## config.mk

```make
export PLATFORM = sky130hd
export DESIGN_NAME = rx_buffer_ctrl_module
export DESIGN_NICKNAME = d
export VERILOG_FILES = /design/src/rtl/rx_buffer_ctrl_module.sv
export SDC_FILE = /design/constraint.sdc
export NUM_CORES = 1
export LEC_CHECK = 0
export CAP_MARGIN = 10
export CORE_UTILIZATION = 63
export DETAILED_ROUTE_END_ITERATION = 8
export GPL_ROUTABILITY_DRIVEN = 0
export PLACE_DENSITY = 0.82
export RECOVER_POWER = 25
export SYNTH_ARGS = -nofsm -noshare
export SYNTH_HDL_FRONTEND = slang
export SYNTH_SLANG_ARGS = --single-unit
```

## constraint.sdc

```tcl
create_clock -name sysclk -period 5.05 [get_ports sysclk]
set_input_delay 1.515 -clock sysclk [delete_from_list [all_inputs] [get_ports sysclk]]
set_output_delay 1.515 -clock sysclk [all_outputs]
set_load 0.02 [all_outputs]
```

## src/rtl/rx_buffer_ctrl_module.sv

```systemverilog
// rx_buffer_ctrl_module: byte FIFO between a receive stage and a transmit stage.
// Receive writes are taken on the rising edge of rx_done_sig. A three-state
// transmit FSM pops one byte per handshake with the transmit stage.
// Optional build macro RX_OVERFLOW_CNT_EN adds a saturating dropped-byte
// counter output, ovf_cnt.
module rx_buffer_ctrl_module #(
  parameter int unsigned ADDR_W = 4
) (
  input  logic              sysclk,
  input  logic              rst_n,
  input  logic [7:0]        rx_data,
  input  logic              rx_done_sig,
  output logic              rx_en_sig,
  output logic [7:0]        tx_data,
  output logic              tx_en_sig,
  input  logic              tx_done_sig,
  output logic [ADDR_W:0]   fifo_count,
  output logic              overflow
`ifdef RX_OVERFLOW_CNT_EN
  ,
  output logic [7:0]        ovf_cnt
`endif
);

  localparam int unsigned DEPTH = 2 ** ADDR_W;
  localparam int unsigned CNT_W = ADDR_W + 1;

  typedef enum logic [1:0] {
    IDLE      = 2'd0,
    LOAD      = 2'd1,
    WAIT_DONE = 2'd2
  } state_t;

  state_t              state_q;
  state_t              state_d;
  logic                tx_en_d;
  logic [7:0]          tx_data_d;
  logic                pop;

  logic [7:0]          mem [DEPTH];
  logic [ADDR_W-1:0]   wr_ptr;
  logic [ADDR_W-1:0]   rd_ptr;
  logic                rx_done_q;
  logic                wr_pend;
  logic [7:0]          wr_byte;
  logic                rx_edge;
  logic                full;
  logic                do_wr;
  logic                drop;

  // Write-side decisions: a pop in the same cycle frees a slot for the write.
  always_comb begin
    rx_edge   = rx_done_sig & ~rx_done_q;
    full      = (fifo_count == CNT_W'(DEPTH));
    do_wr     = wr_pend & (~full | pop);
    drop      = wr_pend & full & ~pop;
    rx_en_sig = (fifo_count < CNT_W'(DEPTH));
  end

  // Edge detect, pending write, pointers, occupancy and sticky overflow.
  always_ff @(posedge sysclk or negedge rst_n) begin
    if (!rst_n) begin
      rx_done_q  <= 1'b0;
      wr_pend    <= 1'b0;
      wr_byte    <= 8'h00;
      wr_ptr     <= '0;
      rd_ptr     <= '0;
      fifo_count <= '0;
      overflow   <= 1'b0;
    end else begin
      rx_done_q <= rx_done_sig;
      wr_pend   <= rx_edge;
      if (rx_edge) begin
        wr_byte <= rx_data;
      end
      if (do_wr) begin
        wr_ptr <= wr_ptr + ADDR_W'(1);
      end
      if (pop) begin
        rd_ptr <= rd_ptr + ADDR_W'(1);
      end
      case ({do_wr, pop})
        2'b10:   fifo_count <= fifo_count + CNT_W'(1);
        2'b01:   fifo_count <= fifo_count - CNT_W'(1);
        default: fifo_count <= fifo_count;
      endcase
      if (drop) begin
        overflow <= 1'b1;
      end
    end
  end

  // Storage array; contents are never reset, only the pointers are.
  always_ff @(posedge sysclk) begin
    if (do_wr) begin
      mem[wr_ptr] <= wr_byte;
    end
  end

  // Transmit FSM state and registered transmit outputs.
  always_ff @(posedge sysclk or negedge rst_n) begin
    if (!rst_n) begin
      state_q   <= IDLE;
      tx_en_sig <= 1'b0;
      tx_data   <= 8'h00;
    end else begin
      state_q   <= state_d;
      tx_en_sig <= tx_en_d;
      tx_data   <= tx_data_d;
    end
  end

  // Transmit FSM next-state: pop in LOAD, hold the byte until tx_done_sig.
  always_comb begin
    state_d   = state_q;
    tx_en_d   = tx_en_sig;
    tx_data_d = tx_data;
    pop       = 1'b0;
    case (state_q)
      IDLE: begin
        if (fifo_count != '0) begin
          state_d = LOAD;
        end
      end
      LOAD: begin
        tx_data_d = mem[rd_ptr];
        tx_en_d   = 1'b1;
        pop       = 1'b1;
        state_d   = WAIT_DONE;
      end
      WAIT_DONE: begin
        if (tx_done_sig) begin
          tx_en_d = 1'b0;
          state_d = IDLE;
        end
      end
      default: begin
        tx_en_d = 1'b0;
        state_d = IDLE;
      end
    endcase
  end

`ifdef RX_OVERFLOW_CNT_EN
  // Saturating count of dropped bytes.
  always_ff @(posedge sysclk or negedge rst_n) begin
    if (!rst_n) begin
      ovf_cnt <= 8'h00;
    end else if (drop && (ovf_cnt != 8'hFF)) begin
      ovf_cnt <= ovf_cnt + 8'd1;
    end
  end
`endif

endmodule

```

Word level (Yosys, flattened, before mapping):

Memory sizes are Yosys's and may differ from the RTL's. A register that Yosys moved wholly into a read port is not among the register bits.
Index checks and enable logic that the tools add are counted.

* logic and storage cells: 46
* memories: 1
* flip-flop bits (word level): 27
* memory bits (writable): 128

Memories
* mem: words 16, width 8, read ports 1, clocked after memory_dff 1, write ports 1, line 40 `logic [7:0] mem [DEPTH];`

* reduce and logical (&&, ||, !) cells: 6
* order comparisons: 1
* bitwise gates (word level): 9
* equality and inequality tests: 7
* muxes and demuxes: 9
* $add $sub $neg: 4

Operator list (count)
* 5-bit case mux with 2 select lines: 1
* 4-bit by 1-bit adder with 4-bit output (second input constant): 2
* 2-bit case mux with 3 select lines: 1
* 5-bit by 1-bit adder with 5-bit output (second input constant): 1
* 5-bit equality test (second input constant): 1
* 5-bit < comparator (second input constant): 1
* 5-bit nonzero test: 1
* 5-bit by 1-bit subtractor with 5-bit output (second input constant): 1
* 1-bit AND: 4
* 2-bit by 1-bit equality test with 1-bit output (second input constant): 2
* 2-bit equality test (second input constant): 2
* 1-bit two-way mux: 4
* 2-bit two-way mux: 2
* 2-bit inequality test (second input constant): 2
* 1-bit inverter: 4
* 2-bit AND reduction: 2
* 1-bit case mux with 3 select lines: 1
* 2-bit logical NOT: 1
* 2-bit nonzero test: 1
* 1-bit logical NOT: 1
* 1-bit OR: 1

Logic depth before layout (Yosys ltp):

Gate-level depths: netlist of run 1.

* depth after elaboration: 6
* gate-level depth with buffers: 8
* depth with buffers taken out: 7

Worst setup path before layout of run 1:

No wires, ideal clock.

* path kind: input port to flip-flop
* start: input rx_done_sig
* end: register wr_byte[0]
* data required time: 4.925 ns
* data arrival time: 2.275 ns
* stages on the path: 3
* buffers on the path: 1
* path slack: 2.651 ns
* cells stage by stage: nor2b_1 -> clkbuf_1 -> mux2_2

* word-level cells in the longest chain between the ends: 1

RTL lines
* from (decl): line 12 `input logic rx_done_sig,`
* 1-bit AND: line 53 `rx_edge = rx_done_sig & ~rx_done_q;`
* via rx_edge: line 46 `logic rx_edge;`
* to (signal assigned): line 74 `wr_byte <= rx_data;`
* to (decl): line 45 `logic [7:0] wr_byte;`

The timed path passes the listed nets, and every way through them passes these cells.
A chain may end at the register's enable or synchronous reset.

Worst setup path in the final report of run 1:

* start: register fifo_count[4]
* end: output rx_en_sig

* word-level cells in the longest chain between the ends: 1

RTL lines
* from (decl): line 17 `output logic [ADDR_W:0] fifo_count,`
* from (signal assigned): line 83 `2'b10: fifo_count <= fifo_count + CNT_W'(1);`
* from (signal assigned): line 84 `2'b01: fifo_count <= fifo_count - CNT_W'(1);`
* from (signal assigned): line 85 `default: fifo_count <= fifo_count;`
* 5-bit < comparator: line 57 `rx_en_sig = (fifo_count < CNT_W'(DEPTH));`
* to (decl): line 13 `output logic rx_en_sig,`

Every way passes these cells.

==> results.cfg, run 1 <==
[final_layout]
area_growth_syn_to_layout_pct = 13.6
final_common_cell = edfxtp_1
diodes = 0
final_nets = 468
drive_above_1_share_pct = 10.6
layout_common_cells = edfxtp_1 (128), mux2i_1 (64), dfrtp_1 (34)
stdcell_area_um2 = 7500
utilization_pct = 75.3

[synthesis]
synth_seq_cells = 163
ys_async_sr_fraction_pct = 21.5
syn_inst = 423
syn_avg_cell_area_um2 = 15.6
yosys_warnings = 0
synth.cell_area_um2 = 6600
synth.distinct_cells = 40
ys_seq_area_share_pct = 71.5
syn_nets = 442
synth_top_flop_cell = edfxtp_1
synth_edf_count = 128

[detailed_routing]
vias_per_cell = 6.08
vias = 3618
routed_wl_mm = 12.5
drc = 0
routedWlPerCell_um = 21.1
antenna_left = 0
detail_route.iter0.violations = 372
drt-pass1-iter-count = 5

[sta]
tightest_slew_ns = 1.29
hold_viol_final = 0
clock_skew_ns = 0.00956
tns_ns = 0
min_period_ns = 3.25
max_freq_mhz = 308
post-route-period-util_pct = 64.3
relSlewSlack_pct = 13.3
setup_viol = 0
rsz0062_at_grt = false
slew_violations = 0

[placement]
hpwl_mm = 7.96
port_buffers = 27
place_area_um2 = 6920

[pwr]
power_w = 0.00428
total_leakage_power_nw = 2.74
p_sw_w = 0.00141
clockPowerShare_pct = 27.8
irDropWorstVdd_v = 0.000618
seqPwrFrac_pct = 46.2
switching_share_pct = 32.8
combPwrFrac_pct = 26.0
pwr_density_cell_nw_per_um2 = 571
p_int_w = 0.00288

[clock_network]
cts_setup_buffers = 0
cts_buffer_depth = 2
clkLatencyLatePin_ns = 0.53
cts_sinks = 163
clkTransAtPathRegs_ns = 0.07
cts_max_level = 4
hold_buffers = 0
cts_made_buffers = 17
cts_tree = yes
post_cts_resized = 0
root_buffer = clkbuf_8

[global_route]
grt_overflow = 0
grt_util_all_layers_pct = 25.2
grt_pass1_wl_mm = 19.9
grt_pass1_vias = 3558
antenna_found_initial = 0
grt_max_degree = 68

[die]
pin_count = 28
die-height_um = 104
rows = 36
core_area_um2 = 9950
dieArea_um2 = 10900
die_w_um = 104
initial_utilization_pct = 66.3

[worst_setup_path]
cp_data_required_time_ns = 3.54
r2r_setup_slack_ns = 2.12
setup.worst_path.end_class = primary output
start_kind = flop
crit_type = reg2out
worstPathMaxFanout = 6
worstPathArrival_ns = 1.73

[run]
timing.max_cap.violations = 0

[run_status]
outcome = finished, final reports clean

[min_path]
hp-class = reg2reg
==> cell usage after synthesis, types with 2 or more instances <==
cell type	instances	area share [%]
nor3_1	4	0.30
a22oi_1	24	2.7
dfrtp_1	35	13
o21ai_0	5	0.38
nand2_1	28	1.6
clkbuf_1	6	0.34
nand2b_1	3	0.28
mux2_2	8	1.4
a21oi_1	10	0.76
nand3_1	25	1.9
buf_2	8	0.61
and2_1	3	0.28
mux2i_1	64	9.7
nor2_1	16	0.91
a221oi_1	2	0.27
nand2_2	2	0.19
nand3b_1	2	0.23
nor2b_1	3	0.28
edfxtp_1	128	58
a211oi_1	2	0.23
inv_1	5	0.28
ha_1	7	1.3
xnor2_1	9	1.2
a31oi_1	2	0.19
buf_4	7	0.80
==> registers in the layout (all words and copies together) (netlist names) <==
register / cells
rx_done_q: 1
overflow: 1
tx_data: 8
rd_ptr: 4
fifo_count: 5
wr_ptr: 4
wr_pend: 1
state_q: 2
tx_en_sig: 1
mem: 128
wr_byte: 8
==> metrics by stage <==
stage                     hold WS [ns]  cells  worst slack [ns]
after floorplan                  0.468    423              2.65
after global placement           0.460    562              2.00
after detailed placement         0.475    562              1.91
after CTS                        0.490    594              1.78
after global routing             0.511    595              1.72
final                            0.485    595              1.80
==> final cells by class <==
cell class	count	area (um^2)
Multi-Input combinational cell	233	1740
Sequential cell	163	4720
Tap cell	133	166
Timing Repair Buffer	29	284
Clock buffer	23	499
Clock inverter	9	63.8
Fill cell	597	2460
Inverter	5	18.8
==> path summary, 6_finish.rpt <==
path | from | end | cells past startpoint
worst max-delay path | fifo_count[4] | rx_en_sig | 2
worst min-delay path | tx_data[2] | tx_data[2] | 2
worst max register to register | state_q[1] | mem[3][4] | 4
worst min register to register | tx_data[2] | tx_data[2] | 2
max in group asynchronous | rst_n | rd_ptr[0] | 1
min in group asynchronous | rst_n | overflow | 1
==> cell families (layout without fill, tap and decap cells) <==
family / after synthesis / count (layout) / share of synthesized area (%)
DFF: 163 / 163 / 71.5
AOI/OAI and AO/OA: 52 / 52 / 5.61
and+or+nand+nor: 91 / 91 / 6.90
muxes: 73 / 73 / 11.2
buffers and inverters: 27 / 66 / 2.09
xor gates and xnor gates: 10 / 10 / 1.33
adders and majority gates: 7 / 7 / 1.33
==> worst max-delay path, stage by stage, from the launching register on <==
cell	delay (ns)
dfrtp_1	0.47
inv_1	0.13
clkdlybuf4s50_1	0.61
==> power groups by stage <==
stage | Sequential, W | Combinational, W | Clock (W)
after detailed placement | 0.00200 | 0.00110 | 0
after CTS | 0.00198 | 0.00111 | 0.00121
after global placement | 0.00199 | 0.00107 | 0
after global routing | 0.00201 | 0.00120 | 0.00126
final | 0.00198 | 0.00111 | 0.00119
after floorplan | 0.00187 | 0.000861 | 0
==> metal layers <==
metal | GRT usage (%) | part of all wire (%) | up-vias
met3 | 5.08 | 6.3 | 15
li1 | - | - | 1652
met4 | 9.39 | 1.3 | 0
met2 | 39.4 | 49 | 150
met1 | 35.4 | 43 | 1801
met5 | 0 | 0 | -
Note: power is estimated with default switching activity, not from simulation.
==> run 2, diff against run 1 <==
--- a/config.mk
+++ b/config.mk
@@ -6,10 +6,10 @@
 export NUM_CORES = 1
 export LEC_CHECK = 0
 export CAP_MARGIN = 10
-export CORE_UTILIZATION = 63
+export CORE_UTILIZATION = 54
 export DETAILED_ROUTE_END_ITERATION = 8
 export GPL_ROUTABILITY_DRIVEN = 0
-export PLACE_DENSITY = 0.82
+export PLACE_DENSITY = 0.75
 export RECOVER_POWER = 25
 export SYNTH_ARGS = -nofsm -noshare
 export SYNTH_HDL_FRONTEND = slang
==> constraint.sdc (replaced) <==
create_clock -name sysclk -period 2.9 [get_ports sysclk]
set_input_delay 0.87 -clock sysclk [delete_from_list [all_inputs] [get_ports sysclk]]
set_output_delay 0.87 -clock sysclk [all_outputs]
set_load 0.02 [all_outputs]
==> results.cfg, run 2 (synthesis results as in run 1) <==
[final_layout]
diodes = 0
regArea_um2 = 4720
area_growth_syn_to_layout_pct = 16.3
n_fill_cell = 823
fin_cells = 620
largest_registers = mem (128), tx_data (8), wr_byte (8)
top_register = mem
layout_common_cells = edfxtp_1 (128), mux2i_1 (64), dfrtp_1 (34)
final_common_cell = edfxtp_1
largest_reg_flops = 128
multi_input_area_um2 = 1740
drive_above_1_share_pct = 12.3
final_nets = 479

[clock_network]
cts_setup_buffers = 0
cts_max_level = 4
cts_sinks = 163
clkLatencyLatePin_ns = 0.43
root_buffer = clkbuf_16
post_cts_resized = 0
cts_buffer_depth = 2
cts_made_buffers = 17
clkTransAtPathRegs_ns = 0.06
hold_buffers = 0
cts_tree = yes

[detailed_routing]
routedWlPerCell_um = 21.2
routed_wl_mm = 13.1
vias = 3656
drc = 0
vias_per_cell = 5.90
antenna_left = 0
drt-pass1-iter-count = 5
detail_route.iter0.violations = 280

[sta]
tightest_slew_ns = 0.940
timing.hold.ws_ns = 0.477
tns_ns = 0
relSlewSlack_pct = 37.4
min_period_ns = 2.51
slew_violations = 0
post-route-period-util_pct = 86.5
max_freq_mhz = 399
rsz0062_at_grt = false
setup_ws_ns = 0.393
clock_skew_ns = 0.00636
setup_viol = 0
hold_viol_final = 0

[placement]
place_inst = 588
pre_cts_slack_ns = 0.672
port_buffers = 27
hpwl_mm = 8.50

[worst_setup_path]
cp_slowest_stage_delay_ns = 0.61
crit_family = buffers and inverters
crit_chain = inv_1 > clkdlybuf4s50_1
setup.worst_path.end_class = primary output
critPathLaunch = fifo_count[4]
timing.rr.start = state_q[1]
crit_type = reg2out
path_buf_inv = 2
start_kind = flop
worstPathArrival_ns = 1.64
cp-endpoint = rx_en_sig
cp_data_required_time_ns = 2.03
cp.depth = 2
slowest_stage = clkdlybuf4s50_1
worstRegToRegCells = 4
r2r_setup_slack_ns = 0.66
reg2reg_to = mem[9][5]
worstPathMaxFanout = 6

[die]
die-height_um = 113
rows = 40
core_area_um2 = 12000
dieArea_um2 = 12700
initial_utilization_pct = 55.2
die_w_um = 113
pin_count = 28

[global_route]
antenna_found_initial = 0
grt_max_degree = 32
grt_pass1_wl_mm = 20.9
grt_util_all_layers_pct = 23.1
grt_pass1_vias = 3711
grt_overflow = 0

[pwr]
power_w = 0.00788
irDropWorstVdd_v = 0.000503
pwr_density_cell_nw_per_um2 = 1030
total_leakage_power_nw = 2.82

[min_path]
hp-class = reg2reg

[run_status]
outcome = finished, final reports clean

[run]
timing.max_cap.violations = 0
## run 2: how the worst min path moves through the flow
stage | startpoint | endpoint | slack, ns | cells past startpoint
after floorplan | rd_ptr[3] | rd_ptr[3] | 0.47 | 1
after global placement | tx_data[5] | tx_data[5] | 0.46 | 2
after detailed placement | tx_data[6] | tx_data[6] | 0.47 | 2
after CTS | rst_n | fifo_count[2] | 0.36 | 1
after global routing | tx_en_sig | tx_en_sig | 0.50 | 1
final | tx_data[6] | tx_data[6] | 0.48 | 2
## run 2: area by class of cell
cell class | instances | area share (%)
clock buffer | 18 | 5.59
clock inverter | 14 | 2.75
inverter | 5 | 0.244
multi-input combinational | 233 | 22.7
sequential | 163 | 61.5
tap | 147 | 2.40
timing repair buffer | 40 | 4.78
## run 2: layer usage
layer / up-vias / share of wire (%) / track usage, %
li1: 1680 / - / -
met3: 24 / 5.3 / 4.54
met2: 108 / 48 / 36.6
met1: 1844 / 44 / 30.8
met4: 0 / 2.6 / 11.8
met5: - / 0 / 0
## run 2: power by group
group	total (W)	internal, W	switching [W]
clock network	0.00241	0.00152	0.000888
registers	0.00330	0.00288	0.000415
logic	0.00217	0.000958	0.00122
## run 2: tightest hold or removal path, stage by stage (launching register included)
cell,delay [ns]
dfrtp_1,0.34
nand2_1,0.05
nand3_1,0.05
## run 2: metrics by stage
| stage | instance area [um^2] | utilization, % |
|---|---|---|
| after floorplan | 6600 | - |
| after global placement | 7040 | 58.9 |
| after detailed placement | 7040 | 58.9 |
| after CTS | 7680 | 64.2 |
| after global routing | 7680 | 64.2 |
| final | 7680 | 64.2 |
